$ cat src/rtl/posit_extract_pipe_if.sv
// posit_extract_pipe_if: handshake and data bundle for posit_extract_pipe.
//   Input side : in_valid, in_ready, in_posit[31:0], in_tag[TAG_BITS-1:0]
//   Output side: out_valid, out_ready, out_sign, out_scale (8b signed),
//                out_exponent[1:0], out_fraction[26:0], out_inf, out_zero,
//                out_tag[TAG_BITS-1:0]
//   slave  : decoder view (consumes in_*, produces out_*)
//   master : producer/consumer view surrounding the decoder
interface posit_extract_pipe_if #(
  parameter int unsigned TAG_BITS = 8
) ();
  logic                    in_valid;
  logic                    in_ready;
  logic [31:0]             in_posit;
  logic [TAG_BITS-1:0]     in_tag;
  logic                    out_valid;
  logic                    out_ready;
  logic                    out_sign;
  logic signed [7:0]       out_scale;
  logic [1:0]              out_exponent;
  logic [26:0]             out_fraction;
  logic                    out_inf;
  logic                    out_zero;
  logic [TAG_BITS-1:0]     out_tag;

  modport slave (
    input  in_valid, in_posit, in_tag, out_ready,
    output in_ready, out_valid, out_sign, out_scale, out_exponent, out_fraction,
           out_inf, out_zero, out_tag
  );

  modport master (
    output in_valid, in_posit, in_tag, out_ready,
    input  in_ready, out_valid, out_sign, out_scale, out_exponent, out_fraction,
           out_inf, out_zero, out_tag
  );
endinterface

$ cat src/rtl/posit_extract_pipe.sv
// posit_extract_pipe: elastic pipelined decoder for 32-bit posits (ES=2) into
// sign / scale / exponent / fraction / inf / zero, with a sideband tag.
// Ports:
//   clk      - rising-edge clock
//   reset_n  - asynchronous active-low reset, clears all valids and outputs
//   bus      - posit_extract_pipe_if.slave (valid/ready in, valid/ready out)
// Pipeline ranks: S1 raw posit -> S2 sign/abs/specials -> S3 regime length ->
// output register (extraction). Latency 3 accepts-to-valid.
// Option: define POSIT_EXTRACT_SKID_EN to insert a 2-entry skid FIFO at the
// input with a registered in_ready (latency 4, same throughput).
module posit_extract_pipe #(
  parameter int unsigned TAG_BITS = 8
) (
  input logic                 clk,
  input logic                 reset_n,
  posit_extract_pipe_if.slave bus
);

  // Per-rank advance enables: a rank loads when it is empty or its
  // successor is loading.
  logic w_en_s1, w_en_s2, w_en_s3, w_en_out;

  logic                r_s1_valid;
  logic [31:0]         r_s1_posit;
  logic [TAG_BITS-1:0] r_s1_tag;

  logic                r_s2_valid;
  logic                r_s2_sign, r_s2_zero, r_s2_inf;
  logic [30:0]         r_s2_abs;
  logic [TAG_BITS-1:0] r_s2_tag;

  logic                r_s3_valid;
  logic                r_s3_sign, r_s3_zero, r_s3_inf;
  logic [30:0]         r_s3_abs;
  logic [4:0]          r_s3_m;
  logic [TAG_BITS-1:0] r_s3_tag;

  logic                r_out_valid;
  logic                r_out_sign;
  logic [7:0]          r_out_scale;
  logic [1:0]          r_out_exponent;
  logic [26:0]         r_out_fraction;
  logic                r_out_inf, r_out_zero;
  logic [TAG_BITS-1:0] r_out_tag;

  // Source feeding S1 (either the input port or the skid FIFO head).
  logic                w_src_valid;
  logic [31:0]         w_src_posit;
  logic [TAG_BITS-1:0] w_src_tag;

  assign w_en_out = !r_out_valid || bus.out_ready;
  assign w_en_s3  = !r_s3_valid  || w_en_out;
  assign w_en_s2  = !r_s2_valid  || w_en_s3;
  assign w_en_s1  = !r_s1_valid  || w_en_s2;

`ifdef POSIT_EXTRACT_SKID_EN
  logic [31:0]         r_fifo_posit [2];
  logic [TAG_BITS-1:0] r_fifo_tag   [2];
  logic                r_wr_ptr, r_rd_ptr;
  logic [1:0]          r_cnt;
  logic                r_in_ready;
  logic                w_push, w_pop;
  logic [1:0]          w_cnt_d;

  assign w_push  = bus.in_valid && r_in_ready;
  assign w_pop   = (r_cnt != 2'd0) && w_en_s1;
  assign w_cnt_d = r_cnt + {1'b0, w_push} - {1'b0, w_pop};

  always_ff @(posedge clk or negedge reset_n) begin
    if (!reset_n) begin
      r_fifo_posit[0] <= '0;
      r_fifo_posit[1] <= '0;
      r_fifo_tag[0]   <= '0;
      r_fifo_tag[1]   <= '0;
      r_wr_ptr        <= 1'b0;
      r_rd_ptr        <= 1'b0;
      r_cnt           <= 2'd0;
      r_in_ready      <= 1'b0;
    end else begin
      if (w_push) begin
        r_fifo_posit[r_wr_ptr] <= bus.in_posit;
        r_fifo_tag[r_wr_ptr]   <= bus.in_tag;
        r_wr_ptr               <= !r_wr_ptr;
      end
      if (w_pop) r_rd_ptr <= !r_rd_ptr;
      r_cnt      <= w_cnt_d;
      // Registered ready: only drops when both entries will be occupied.
      r_in_ready <= (w_cnt_d != 2'd2);
    end
  end

  assign w_src_valid  = (r_cnt != 2'd0);
  assign w_src_posit  = r_fifo_posit[r_rd_ptr];
  assign w_src_tag    = r_fifo_tag[r_rd_ptr];
  assign bus.in_ready = r_in_ready;
`else
  // Holds in_ready low until the first clock edge after reset release.
  logic r_init;

  always_ff @(posedge clk or negedge reset_n) begin
    if (!reset_n) r_init <= 1'b0;
    else          r_init <= 1'b1;
  end

  assign w_src_valid  = bus.in_valid && r_init;
  assign w_src_posit  = bus.in_posit;
  assign w_src_tag    = bus.in_tag;
  assign bus.in_ready = r_init && w_en_s1;
`endif

  // S1: capture raw operand.
  always_ff @(posedge clk or negedge reset_n) begin
    if (!reset_n) begin
      r_s1_valid <= 1'b0;
      r_s1_posit <= '0;
      r_s1_tag   <= '0;
    end else if (w_en_s1) begin
      r_s1_valid <= w_src_valid;
      if (w_src_valid) begin
        r_s1_posit <= w_src_posit;
        r_s1_tag   <= w_src_tag;
      end
    end
  end

  // S2: sign, specials, magnitude. Only the low 31 bits of |p| matter; bit 31
  // is only set for NaR, which is flagged separately.
  logic [30:0] w_abs;
  assign w_abs = r_s1_posit[31] ? (~r_s1_posit[30:0] + 31'd1) : r_s1_posit[30:0];

  always_ff @(posedge clk or negedge reset_n) begin
    if (!reset_n) begin
      r_s2_valid <= 1'b0;
      r_s2_sign  <= 1'b0;
      r_s2_zero  <= 1'b0;
      r_s2_inf   <= 1'b0;
      r_s2_abs   <= '0;
      r_s2_tag   <= '0;
    end else if (w_en_s2) begin
      r_s2_valid <= r_s1_valid;
      if (r_s1_valid) begin
        r_s2_sign <= r_s1_posit[31];
        r_s2_zero <= (r_s1_posit == 32'h0000_0000);
        r_s2_inf  <= (r_s1_posit == 32'h8000_0000);
        r_s2_abs  <= w_abs;
        r_s2_tag  <= r_s1_tag;
      end
    end
  end

  // S3: regime run length m (1..31) of bits equal to abs[30].
  logic [4:0] w_m;
  logic       w_found;

  always_comb begin
    w_m     = 5'd31;
    w_found = 1'b0;
    for (int i = 29; i >= 0; i--) begin
      if (!w_found && (r_s2_abs[i] != r_s2_abs[30])) begin
        w_m     = 5'(30 - i);
        w_found = 1'b1;
      end
    end
  end

  always_ff @(posedge clk or negedge reset_n) begin
    if (!reset_n) begin
      r_s3_valid <= 1'b0;
      r_s3_sign  <= 1'b0;
      r_s3_zero  <= 1'b0;
      r_s3_inf   <= 1'b0;
      r_s3_abs   <= '0;
      r_s3_m     <= '0;
      r_s3_tag   <= '0;
    end else if (w_en_s3) begin
      r_s3_valid <= r_s2_valid;
      if (r_s2_valid) begin
        r_s3_sign <= r_s2_sign;
        r_s3_zero <= r_s2_zero;
        r_s3_inf  <= r_s2_inf;
        r_s3_abs  <= r_s2_abs;
        r_s3_m    <= w_m;
        r_s3_tag  <= r_s2_tag;
      end
    end
  end

  // Output stage: drop regime + terminator, then exponent/fraction are the
  // top bits. A 6-bit shift amount lets m=31 shift everything out.
  logic [5:0]  w_sh;
  logic [30:0] w_shifted;
  logic [28:0] w_field;
  logic [7:0]  w_k;
  logic [7:0]  w_scale;
  logic        w_special;

  assign w_sh      = {1'b0, r_s3_m} + 6'd1;
  assign w_shifted = r_s3_abs << w_sh;
  assign w_field   = 29'(w_shifted >> 2);
  assign w_k       = r_s3_abs[30] ? ({3'd0, r_s3_m} - 8'd1) : (8'd0 - {3'd0, r_s3_m});
  assign w_scale   = (w_k << 2) + {6'd0, w_field[28:27]};
  assign w_special = r_s3_zero || r_s3_inf;

  always_ff @(posedge clk or negedge reset_n) begin
    if (!reset_n) begin
      r_out_valid    <= 1'b0;
      r_out_sign     <= 1'b0;
      r_out_scale    <= '0;
      r_out_exponent <= '0;
      r_out_fraction <= '0;
      r_out_inf      <= 1'b0;
      r_out_zero     <= 1'b0;
      r_out_tag      <= '0;
    end else if (w_en_out) begin
      r_out_valid <= r_s3_valid;
      if (r_s3_valid) begin
        r_out_sign     <= w_special ? 1'b0  : r_s3_sign;
        r_out_scale    <= w_special ? 8'd0  : w_scale;
        r_out_exponent <= w_special ? 2'd0  : w_field[28:27];
        r_out_fraction <= w_special ? 27'd0 : w_field[26:0];
        r_out_inf      <= r_s3_inf;
        r_out_zero     <= r_s3_zero;
        r_out_tag      <= r_s3_tag;
      end
    end
  end

  assign bus.out_valid    = r_out_valid;
  assign bus.out_sign     = r_out_sign;
  assign bus.out_scale    = r_out_scale;
  assign bus.out_exponent = r_out_exponent;
  assign bus.out_fraction = r_out_fraction;
  assign bus.out_inf      = r_out_inf;
  assign bus.out_zero     = r_out_zero;
  assign bus.out_tag      = r_out_tag;

endmodule
$ cat src/flat_wrapper.sv
// flat-port wrapper written by rule: the top's interface ports become plain ports
module posit_extract_pipe_flat 
#(
  parameter int unsigned TAG_BITS = 8
)
  (clk, reset_n, bus_in_valid, bus_in_posit, bus_in_tag, bus_out_ready, bus_in_ready, bus_out_valid, bus_out_sign, bus_out_scale, bus_out_exponent, bus_out_fraction, bus_out_inf, bus_out_zero, bus_out_tag);
  posit_extract_pipe_if #(.TAG_BITS(TAG_BITS)) bus_i ();
  input logic clk;
  input logic reset_n;
  input wire logic [$bits(bus_i.in_valid)-1:0] bus_in_valid;
  input wire logic [$bits(bus_i.in_posit)-1:0] bus_in_posit;
  input wire logic [$bits(bus_i.in_tag)-1:0] bus_in_tag;
  input wire logic [$bits(bus_i.out_ready)-1:0] bus_out_ready;
  output wire logic [$bits(bus_i.in_ready)-1:0] bus_in_ready;
  output wire logic [$bits(bus_i.out_valid)-1:0] bus_out_valid;
  output wire logic [$bits(bus_i.out_sign)-1:0] bus_out_sign;
  output wire logic [$bits(bus_i.out_scale)-1:0] bus_out_scale;
  output wire logic [$bits(bus_i.out_exponent)-1:0] bus_out_exponent;
  output wire logic [$bits(bus_i.out_fraction)-1:0] bus_out_fraction;
  output wire logic [$bits(bus_i.out_inf)-1:0] bus_out_inf;
  output wire logic [$bits(bus_i.out_zero)-1:0] bus_out_zero;
  output wire logic [$bits(bus_i.out_tag)-1:0] bus_out_tag;
  assign bus_i.in_valid = bus_in_valid;
  assign bus_i.in_posit = bus_in_posit;
  assign bus_i.in_tag = bus_in_tag;
  assign bus_i.out_ready = bus_out_ready;
  assign bus_in_ready = bus_i.in_ready;
  assign bus_out_valid = bus_i.out_valid;
  assign bus_out_sign = bus_i.out_sign;
  assign bus_out_scale = bus_i.out_scale;
  assign bus_out_exponent = bus_i.out_exponent;
  assign bus_out_fraction = bus_i.out_fraction;
  assign bus_out_inf = bus_i.out_inf;
  assign bus_out_zero = bus_i.out_zero;
  assign bus_out_tag = bus_i.out_tag;
  posit_extract_pipe #(.TAG_BITS(TAG_BITS)) u_core (.clk(clk), .reset_n(reset_n), .bus(bus_i));
endmodule
$ cat config.mk
export PLATFORM = sky130hd
export DESIGN_NAME = posit_extract_pipe_flat
export DESIGN_NICKNAME = d
export VERILOG_FILES = /design/src/rtl/posit_extract_pipe_if.sv /design/src/rtl/posit_extract_pipe.sv /design/src/flat_wrapper.sv
export SDC_FILE = /design/constraint.sdc
export NUM_CORES = 1
export LEC_CHECK = 0
export CELL_PAD_IN_SITES_DETAIL_PLACEMENT = 0
export CELL_PAD_IN_SITES_GLOBAL_PLACEMENT = 1
export CORE_MARGIN = 2
export CORE_UTILIZATION = 39
export CTS_BUF_LIST = sky130_fd_sc_hd__clkbuf_8 sky130_fd_sc_hd__clkbuf_16
export DETAILED_ROUTE_END_ITERATION = 8
export HOLD_SLACK_MARGIN = 0.1
export PLACE_DENSITY = 0.75
export SETUP_SLACK_MARGIN = 0.02
export SYNTH_ARGS = -nofsm -noshare
export SYNTH_HDL_FRONTEND = slang
export SYNTH_SLANG_ARGS = --single-unit
$ cat constraint.sdc
create_clock -name clk -period 2.79 [get_ports clk]
set_input_delay 0.279 -clock clk [delete_from_list [all_inputs] [get_ports clk]]
set_output_delay 0.279 -clock clk [all_outputs]
set_load 0.1 [all_outputs]
=== After elaboration in Yosys (flattened, before gate mapping) ===
Cells that the tools add are included.

* Add/subtract/negate cells: 5
* Eq/ne operators: 31
* Shift-type cells: 1
* Multiplexer cells: 65
* Bitwise gates (word level): 1
* Reductions and logical operators: 74

{| class="wikitable"
|+ Operators with widths
! kind !! number
|-
| 5-bit two-way mux || 30
|-
| 1-bit zero test || 33
|-
| 32-bit == test (second input constant) || 1
|-
| 32-bit zero test || 1
|-
| 31-bit by 1-bit adder with 31-bit output (second input constant) || 1
|-
| 1-bit logical AND || 31
|-
| 31-bit two-way mux || 1
|-
| 31-bit inverter || 1
|-
| 31-bit by 6-bit left shift with 31-bit output || 1
|-
| 1-bit two-way mux || 30
|-
| 1-bit inequality test || 30
|-
| 27-bit two-way mux || 1
|-
| 8-bit by 2-bit adder with 8-bit output || 1
|-
| 8-bit two-way mux || 1
|-
| 2-bit AND reduction || 4
|-
| 5-bit by 1-bit adder with 6-bit output (second input constant) || 1
|-
| 6-bit two-way mux || 1
|-
| 1-bit by 5-bit subtractor with 6-bit output (first input constant) || 1
|-
| 5-bit by 1-bit subtractor with 6-bit output (second input constant) || 1
|-
| 1-bit logical OR || 5
|-
| 2-bit two-way mux || 1
|}

* Bits in registers: 182
* Word-level logic and storage cells: 202

=== Logic depth before layout (Yosys ltp) ===
Gate-level depths: netlist of the first run.

* Depth in word-level cells: 89
* Depth in mapped cells: 13
* Depth with buffers taken out: 8

=== Worst setup path before layout of the first run ===
No wires, ideal clock.

* Path kind: reg2reg
* Start: register u_core.r_out_valid (netlist: u_core.bus.out_valid)
* End: register u_core.r_s1_posit[10]
* Arrival time: 2.805 ns
* Data required time: 2.665 ns
* Slack: -0.140 ns
* Stages on the path, launching flop included: 7
* Period minus slack after synthesis: 2.930 ns
* Cell sequence: dfrtp_1 -> nor2b_2 -> nand4_1 -> and2_1 -> nand2_1 -> buf_2 -> mux2_2

* Word-level cells in the longest chain between the ends: 6

{| class="wikitable"
|+ Ends and longest elaborated chain
! element !! line !! RTL
|-
| from (decl) || posit_extract_pipe.sv:38 || <nowiki>logic r_out_valid;</nowiki>
|-
| from (signal assigned) || posit_extract_pipe.sv:215 || <nowiki>r_out_valid <= r_s3_valid;</nowiki>
|-
| 1-bit zero test || posit_extract_pipe.sv:51 || <nowiki>assign w_en_out = !r_out_valid || bus.out_ready;</nowiki>
|-
| 1-bit logical OR || posit_extract_pipe.sv:51 ||
|-
| 1-bit logical OR || posit_extract_pipe.sv:52 || <nowiki>assign w_en_s3 = !r_s3_valid || w_en_out;</nowiki>
|-
| 1-bit logical OR || posit_extract_pipe.sv:53 || <nowiki>assign w_en_s2 = !r_s2_valid || w_en_s3;</nowiki>
|-
| 1-bit logical OR || posit_extract_pipe.sv:54 || <nowiki>assign w_en_s1 = !r_s1_valid || w_en_s2;</nowiki>
|-
| 2-bit AND reduction (no line) || n/a ||
|-
| to (signal assigned) || posit_extract_pipe.sv:120 || <nowiki>r_s1_posit <= w_src_posit;</nowiki>
|-
| to (decl) || posit_extract_pipe.sv:24 || <nowiki>logic [31:0] r_s1_posit;</nowiki>
|}

Every way passes these cells.
A chain may end at the register's enable or synchronous reset.

=== Worst setup path after layout of the first run ===
* Start: register u_core.r_s2_abs[30]
* End: register u_core.r_s3_m[0]

* Word-level cells in the longest chain between the ends: 89

{| class="wikitable"
|+ Ends and longest elaborated chain
! element !! line !! RTL
|-
| from (decl) || posit_extract_pipe.sv:29 || <nowiki>logic [30:0] r_s2_abs;</nowiki>
|-
| from (signal assigned) || posit_extract_pipe.sv:145 || <nowiki>r_s2_abs <= w_abs;</nowiki>
|-
| 1-bit inequality test || posit_extract_pipe.sv:159 || <nowiki>if (!w_found && (r_s2_abs[i] != r_s2_abs[30])) begin</nowiki>
|-
| 1-bit two-way mux || posit_extract_pipe.sv:159 ||
|-
| 1-bit zero test || posit_extract_pipe.sv:159 ||
|-
| 1-bit logical AND || posit_extract_pipe.sv:159 ||
|-
| 1-bit two-way mux || posit_extract_pipe.sv:159 ||
|-
| 1-bit zero test || posit_extract_pipe.sv:159 ||
|-
| 1-bit logical AND || posit_extract_pipe.sv:159 ||
|-
| 1-bit two-way mux || posit_extract_pipe.sv:159 ||
|-
| [73 not listed] || n/a ||
|-
| 1-bit logical AND || posit_extract_pipe.sv:159 ||
|-
| 1-bit two-way mux || posit_extract_pipe.sv:159 ||
|-
| 1-bit zero test || posit_extract_pipe.sv:159 ||
|-
| 1-bit logical AND || posit_extract_pipe.sv:159 ||
|-
| 1-bit two-way mux || posit_extract_pipe.sv:159 ||
|-
| 1-bit zero test || posit_extract_pipe.sv:159 ||
|-
| 1-bit logical AND || posit_extract_pipe.sv:159 ||
|-
| 5-bit two-way mux (*) || posit_extract_pipe.sv:159 ||
|-
| to (signal assigned) || posit_extract_pipe.sv:182 || <nowiki>r_s3_m <= w_m;</nowiki>
|-
| to (decl) || posit_extract_pipe.sv:35 || <nowiki>logic [4:0] r_s3_m;</nowiki>
|}

Every way passes the cells marked *; elsewhere a longest branch is shown, timed or not.

==> flow_results.org, run 1 <==
** Run status
- Status :: finished, final reports clean

** CTS
- Worst-skew pair later-pin latency :: 0.42 ns
- The tree is rooted in a clkbuf_16.
- Clock slew seen by the registers of the worst setup and hold paths :: 0.06 ns
- Number of instances resized during post-cts repair :: 0
- TritonCTS built the clock tree.
- The clock net in this run drives a total of 180 sinks.
- Clock Path Buffers :: 2
- CTS built an H-tree with a depth of 4.
- Buffers inserted during clock tree synthesis total 17.

** Floorplanning
- After floorplanning, the core was sized to cover 24,320 um2.
- The floorplan step set the die height to 161.5 um.
- From left edge to right edge, the die measures 161.5 um.
- Initial standard-cell utilization of the core :: 0.3976
- The floorplan step defined a die boundary enclosing 26,070 um2.
- 94 I/O pins were placed.
- After floorplanning, the core was divided into 57 placement rows.

** Route
- The count of nets left with antenna violations once routing finished came out at 0.
- For this block, the initial DRC count from the detailed router was 450.
- For this run, design rule violations remaining after detail routing come to 0.
- Routed wirelength normalized by instance count :: 16.58 um
- In the routed layout, each cell is associated on average with a via count of 5.270.
- The first detailed-routing pass ran for 4 iterations.
- For this block, the routed nets add up to 21.36 mm of wire.
- Count of vias placed by the detailed router :: 6,788

** Timing
- The max-slew violation count came to 0.
- In the finished design, the share of the clock period the worst path needs comes to 0.8702.
- Derived from the worst setup path, the maximum achievable clock frequency is 411.9 MHz.
- Slew @ Worst Pin :: 0.7984 ns
- Subtracting the final worst setup slack from the clock period gives 2.428 ns.
- After routing, the total negative slack on setup checks comes to 0 ns.
- Setup repair after global routing left no endpoint under its margin.
- Setup violations remaining at the end of the flow were counted as 0.
- Final hold analysis gives a worst-case slack of 0.3977 ns.
- The number of hold-slack violations in the final timing report is 0.
- Worst Clk Skew :: 0.01120 ns
- The worst pin sits at a relative slew slack of 0.4677.

** Logic synthesis
- The portion of synthesized area spent on multiplexers is 0.2057.
- Total of flip-flops plus latches after synthesis :: 180
- Mean instance size in the synthesized netlist :: 11.13 um2
- Of the total synthesized cell area, the portion taken by AND, OR, NAND and NOR gates is 0.1229.
- For this run, the leading register cell type out of synthesis is dfrtp_1.
- Warnings, synthesis :: 0
- After synthesis, the largest family of logic cells by area is multiplexers.
- Of the total synthesized cell area, the portion taken by full adders, half adders and majority gates is 0.003882.
- Xor-xnor portion of the synthesized cell area :: 0.04607
- After synthesis, the netlist uses 80 different library cells.
- Counting every instance in the synthesized netlist gives 869.
- For this run, the register share of the synthesized area comes to 0.4658.
- Compound-Gate Fraction of Synth Area :: 0.1242
- The synthesized design contains 0 enable-type register cells.
- Summing every instance area after synthesis gives 9669 um2.
- Fraction of synthesis flops using an asynchronous set or reset pin :: 1.000
- Number of nets produced by synthesis :: 916

** Setup path
- STA classifies the critical path endpoint as a flop.
- The worst register-to-register path has a setup slack of 0.36 ns.
- The critical path starts at u_core.r_s2_abs[30]$_DFFE_PN0P_.
- For the worst flop-to-flop path, the logic depth is 7.
- Largest fanout on the critical path :: 20
- Worst Path Class, Setup :: reg2reg
- Worst r2r src :: u_core.r_s2_abs[30]$_DFFE_PN0P_
- Critical Path Source Type :: flop
- Critical path data arrival time :: 2.71 ns
- Required time at the endpoint of the critical path :: 3.07 ns
- Worst reg2reg path endpoint :: u_core.r_s3_m[0]$_DFFE_PN0P_

** Cells and area
- The finished cells cover 11,550 um2.
- The library cell used most frequently in the layout, excluding fill and tap cells, is dfrtp_1.
- Most used cells in the layout excluding fill and tap cells :: 178 x dfrtp_1, 116 x nand2_1, 108 x mux2_2
- Total of fill cells in the finished design :: 2,231
- Measured on the finished design, the core utilization comes to 0.4750.
- Layout cells sized above 1 :: 0.2790
- Final nets :: 999
- Relative to the synthesized area, the layout overhead comes to 19.46%.
- Number of inserted diodes :: 0

** Placement
- Estimated wirelength of the detail-placed design :: 15.85 mm
- The congestion estimate from routability-driven global placement came to 0.8734.
- The placed instances occupy a cell area of 10,930 um2.
- In this run the tool buffered the top-level ports with 93 buffer cells.

** Pwr
- Overall power consumption after layout is estimated at 13,810 uW.
- For this design the static power due to leakage is 0.004912 uW.
- Power density over cell area :: 1195 nW/um2
- VDD sags by at most 0.7078 mV.

** Global route
- Overall routing resource usage :: 0.1731
- The via count of the first global-routing pass came to 6,599.
- The first global-routing pass estimated 36.29 mm of wire.
- The initial antenna violation count is 0.
- The total overflow left after global routing is 0.
- Entering global routing, the biggest net connects 65 pins.

** Job
- The tool flagged a number of max-cap violations equal to 0.

** Min path
- Tightest Hold Check Type :: in2async
[final cells by class]
| class | count | area (um2) | share of cell area |
|---|---|---|---|
| Multi-Input combinational cell | 626 | 4897 | 0.4240 |
| Sequential cell | 180 | 4507 | 0.3902 |
| Timing Repair Buffer | 119 | 1105 | 0.09565 |
| Clock buffer | 19 | 452.9 | 0.03921 |
| Tap cell | 324 | 405.4 | 0.03510 |
| Clock inverter | 12 | 153.9 | 0.01332 |
| Inverter | 8 | 30.03 | 0.002600 |
[power breakdown]
part	switching, uW	internal, uW
clock	1000	1450
sequential	862	3370
combinational	4480	2640
[flip-flops by register name, indices dropped and copies added, names as in the netlist, 5 cells and up]
| register | flops |
|---|---|
| u_core.r_s1_tag | 8 |
| u_core.r_s2_tag | 8 |
| u_core.r_s1_posit | 32 |
| u_core.bus.out_tag | 8 |
| u_core.r_s3_tag | 8 |
| u_core.bus.out_scale | 7 |
| u_core.r_s3_m | 5 |
| u_core.r_s2_abs | 31 |
| u_core.bus.out_fraction | 27 |
| u_core.r_s3_abs | 31 |
[routing by layer]
layer | share of wire | GRT usage | routed length (um) | up-vias
li1 | - | - | - | 3328
met1 | 0.49 | 0.2566 | 10500 | 3295
met2 | 0.46 | 0.2603 | 9721 | 147
met3 | 0.039 | 0.03390 | 839 | 18
met4 | 0.014 | 0.04464 | 299 | 0
met5 | 0 | 0 | 0 | -
[cell families after synthesis]
family          after synthesis
xor+xnor                     50
fa+ha+maj                     3
mux                         154
flops                       180
simple gates                241
other cells                   1
buf+inv                      63
compound gates              177
[cells in the mapped netlist, drive strengths merged (3+ instances only)]
cell type	n	area [um2]
o221ai	4	35.03
a21oi	27	142.6
nor2b	4	27.53
o41ai	5	51.30
nand2b	11	68.82
nand4	6	52.55
or3	13	86.33
o32ai	3	26.28
ha	3	37.54
or2	7	46.30
mux2	108	1216
and2	5	32.53
o211ai	4	30.03
mux2i	21	210.2
dfrtp	180	4504
o31ai	7	52.55
a32o	4	40.04
o22ai	5	65.06
mux4	25	563.0
buf	30	175.2
xor2	40	350.3
clkbuf	25	93.84
nand3	21	105.1
o21ai	73	369.1
a31oi	3	18.77
nor3	15	75.07
nor2	26	102.6
a311oi	3	26.28
nand2	118	442.9
a211oi	3	22.52
o21a	3	22.52
a22o	15	131.4
inv	8	30.03
a21o	3	22.52
or4	3	26.27
xnor2	10	95.10
[through the flow]
step / worst slack (ns) / std cells
finish: 0.3620 / 1288
global route: 0.1659 / 1288
CTS: 0.3906 / 1288
detailed placement: 0.4074 / 1256
global placement: 0.4309 / 1256
floorplan: 0.05441 / 869
[how the worst max path moves through the flow]
| stage | end | slack (ns) | cells after the start |
|---|---|---|---|
| floorplan | u_core.bus.out_fraction[25]$_DFFE_PN0P_ | 0.05 | 12 |
| global route | u_core.r_s3_m[0]$_DFFE_PN0P_ | 0.17 | 7 |
| detailed placement | u_core.bus.out_fraction[24]$_DFFE_PN0P_ | 0.41 | 8 |
| finish | u_core.r_s3_m[0]$_DFFE_PN0P_ | 0.36 | 7 |
| global placement | u_core.bus.out_fraction[24]$_DFFE_PN0P_ | 0.43 | 8 |
| CTS | u_core.r_s3_m[0]$_DFFE_PN0P_ | 0.39 | 7 |
[critical path, cell delays in order (launching register included)]
cell	delay [ns]
dfrtp_1	0.57
buf_12	0.25
nor4_2	0.39
a2bb2oi_1	0.16
o311a_1	0.36
o32ai_1	0.30
and2_1	0.18
o32ai_1	0.08
[timing repair]
| item | in CTS | in global routing |
|---|---|---|
| hold buffers | 1 | 0 |
| setup endpoints to repair | 0 | 0 |
| endpoints found under the hold margin | 58 | 0 |
| buffers inserted | 0 | 0 |
No activity file was read; power rests on OpenSTA's default activity.
==> inputs of run 2 (changes only) <==
--- a/config.mk
+++ b/config.mk
@@ -7,7 +7,6 @@
 export LEC_CHECK = 0
 export CELL_PAD_IN_SITES_DETAIL_PLACEMENT = 0
 export CELL_PAD_IN_SITES_GLOBAL_PLACEMENT = 1
-export CORE_MARGIN = 2
 export CORE_UTILIZATION = 39
 export CTS_BUF_LIST = sky130_fd_sc_hd__clkbuf_8 sky130_fd_sc_hd__clkbuf_16
 export DETAILED_ROUTE_END_ITERATION = 8
==> run 2 against run 1 <==
Effect of this change: register-to-register slack hardly changed; sequential power is 0.9% lower; via count is 0.62% lower; flip-flop and latch count stayed put; first-iteration DRC count is 5.3% lower; cell count is 0.31% higher; final area is 0.41% higher; count of clock-buffer cells in the layout is 1 lower; critical endpoint is now u_core.r_s3_m[1]$_DFFE_PN0P_; largest cell class unchanged.
==> flow_results.org, run 2 (synthesis gave the netlist of run 1 again) <==
** Run status
- The run finished with clean final reports.

** Timing
- Tcrit/Tclk final :: 0.8751 (+0.004838)
- Slew @ Worst Pin :: 0.8339 ns (+0.03547 ns)
- The number of setup violations in the final report is 0 (unchanged).
- The final clock skew is 0.01724 ns (+0.006040 ns).
- The minimum period implied by the final worst setup slack is 2.441 ns (+0.01350 ns).
- Setup repair after global routing left no endpoint under its margin.
- The timing-limited maximum frequency is 409.6 MHz (-0.55%).
- The number of hold-slack violations in the final timing report was 0 (unchanged).
- WHS :: 0.4201 ns (+0.02234 ns)
- Total count of max-transition violations in the final report :: 0 (unchanged)
- The aggregate negative setup slack was 0 ns (unchanged).
- Worst slew margin :: 0.4441 (-0.02364)

** Cells and area
- Total of fill cells in the finished design :: 2,247 (+0.72%)
- Storage element area :: 4507 um2 (unchanged)
- Layout cells sized above 1 :: 0.2810 (+0.001946)
- Synth-to-Final Area Change :: 19.95%
- The top cell types in the final layout, fill and taps aside, are 178 x dfrtp_1, 116 x nand2_1, 108 x mux2_2.
- The number of antenna cells inserted was 0 (unchanged).
- The flip-flop count of the largest register after layout was 32 (unchanged).
- The final net count is 1,003 (+0.40%).
- Register with the most flip-flops :: u_core.r_s1_posit
- Most common cell after layout, fill and taps aside :: dfrtp_1
- The area of the multi-input gates is 4897 um2 (unchanged).
- In the final layout, the registers with the most flip-flops are u_core.r_s1_posit: 32 flops, u_core.r_s2_abs: 31 flops, u_core.r_s3_abs: 31 flops.

** CTS
- Inserted Clock Buffers :: 17 (unchanged)
- H-tree depth reported by CTS :: 4 (unchanged)
- The number of gates resized after CTS was 0 (unchanged).
- Clock slew seen by the registers of the worst setup and hold paths :: 0.07 ns (about the same)
- The maximum clock path buffer count was 2 (unchanged).
- TritonCTS built the clock tree.
- Number of sinks driven by the clock tree :: 180 (unchanged)
- CTS Root Buffer Type :: clkbuf_16
- The insertion delay to the later sink of the worst-skew pair was 0.43 ns (about the same).

** Min path
- Tightest Hold Check Type :: in2async

** Global route
- The via count of the first global-routing pass came to 6,660 (+0.92%).
- Global-route wire length before repair :: 36.09 mm (-0.55%)
- Overall routing resource usage :: 0.1774 (+0.004232)
- Remaining global-route overflow :: 0 (unchanged)
- The initial antenna violation count came to 0 (unchanged).
- Largest net degree at the start of global routing :: 64 (-1.5%)

** Route
- Pre-Repair DR Iteration Count :: 5 (+1)
- Drt first-iter violations :: 426 (-5.3%)
- The detailed-route wire length per cell is 16.33 um (-1.5%).
- Vias per inst :: 5.221 (-0.93%)
- DRT antenna net count :: 0 (unchanged)
- The via count of the routed design is 6,746 (-0.62%).
- The total detailed-routing wirelength is 21.10 mm (-1.2%).
- DRC :: 0 (unchanged)

** Setup path
- Critical Path Source Type :: flop
- Required time at the endpoint of the critical path :: 3.09 ns (+0.02 ns)
- Critical path data arrival time :: 2.74 ns (+0.03 ns)
- STA classifies the critical path endpoint as a flop.
- The biggest fanout along the worst timing path was 17 (-15%).
- Worst Path Class, Setup :: reg2reg
- Depth of the most critical reg-to-reg path :: 6 (-1)

** Job
- The max-capacitance violation count was 0 (unchanged).

** Pwr
- P_sw :: 6380 uW (+0.61%)
- The power share of the combinational group is 0.513 (-0.003).
- The internal portion of total power was 7560 uW (+1.3%).
- Part of the power in the clock network :: 0.186 (+0.008)
- The worst vdd rail ir drop came to 0.7094 mV (+0.24%).
- Power density over cell area :: 1202 nW/um2 (+0.56%)
- Leakage power total :: 0.004949 uW (+0.75%)
- Total power after layout :: 13,940 uW (+0.97%)
- Share of total power in sequential cells :: 0.300 (-0.006)
- Switching power as a share of total power :: 0.4577 (-0.001665)

** Floorplanning
- The floorplan row count came to 57 (unchanged).
- Chip width :: 159.5 um (-1.2%)
- Vertical die dimension :: 159.5 um (-1.2%)
- Count of boundary I/O pins :: 94 (unchanged)
- Initial standard-cell utilization of the core :: 0.3976 (unchanged)
- The die area came to 25,430 um2 (-2.5%).
- Core region area :: 24,320 um2 (unchanged)

** Placement
- The number of input and output port buffers inserted was 93 (unchanged).
- Final weighted congestion in routability-driven placement :: 0.8653 (-0.93%)
- The half-perimeter wire length of the detailed placement result is 15.70 mm (-0.98%).
[run 2: cell count changes in the layout (fill, tap and decap cells not counted)]
cell	change
bufinv_16	+1
clkinvlp_4	-2
clkinv_2	-3
buf_4	+5
buf_12	-1
inv_1	+1
inv_6	+2
clkbuf_8	-1
inv_8	+2
[run 2: path summary, 6_finish.rpt]
kind	from	slack [ns]	endpoint
worst max-delay path	u_core.r_s2_abs[30]$_DFFE_PN0P_	0.35	u_core.r_s3_m[1]$_DFFE_PN0P_
worst min-delay path	reset_n	0.42	u_core.bus.out_fraction[22]$_DFFE_PN0P_
worst max register to register	u_core.r_s2_abs[30]$_DFFE_PN0P_	0.35	u_core.r_s3_m[1]$_DFFE_PN0P_
worst min register to register	u_core.bus.out_fraction[22]$_DFFE_PN0P_	0.49	u_core.bus.out_fraction[22]$_DFFE_PN0P_
max in group asynchronous	reset_n	1.66	u_core.r_s3_m[0]$_DFFE_PN0P_
min in group clk	bus_in_tag[2]	0.45	u_core.r_s1_tag[2]$_DFFE_PN0P_
[run 2: critical path: stages, from the launching register on]
cell,delay [ns]
dfrtp_1,0.58
or4_4,0.63
o22ai_4,0.21
nand4_4,0.16
o31a_1,0.41
or2_0,0.25
o41ai_1,0.07
[run 2: routing by layer]
metal	share of wire	global-route usage	vias up
met1	0.50	0.2511	3251
met5	0	0	-
met4	0.014	0.05682	0
met3	0.033	0.03360	19
met2	0.46	0.2743	126
li1	-	-	3350
[run 2: power groups by stage]
stage               registers (uW)  clock network [uW]  logic, uW
detailed placement            4240                   0       7170
CTS                           4190                2660       7190
finish                        4190                2590       7160
global route                  4330                2780       7670
global placement              4200                   0       7130
floorplan                     5820                   0       3830
[run 2: stage by stage]
stage / instances / utilization / setup slack (ns) / area, um2
global placement: 1260 / 0.4503 / 0.4028 / 10950
CTS: 1292 / 0.4769 / 0.3715 / 11600
floorplan: 869 / - / 0.05441 / 9677
global route: 1292 / 0.4769 / 0.2218 / 11600
finish: 1292 / 0.4769 / 0.3485 / 11600
detailed placement: 1260 / 0.4503 / 0.3998 / 10950
[run 2: timing repair]
item                                   CTS  global route
hold buffers                             1             0
endpoints found under the hold margin   60             0
setup buffers                            0             0
setup endpoints to repair                0             0
[run 2: cell type report]
type	instances	area share
Clock inverter	13	0.01704
Inverter	8	0.002589
Tap cell	324	0.03495
Multi-Input combinational cell	626	0.4222
Timing Repair Buffer	123	0.09676
Sequential cell	180	0.3886
Clock buffer	18	0.03786
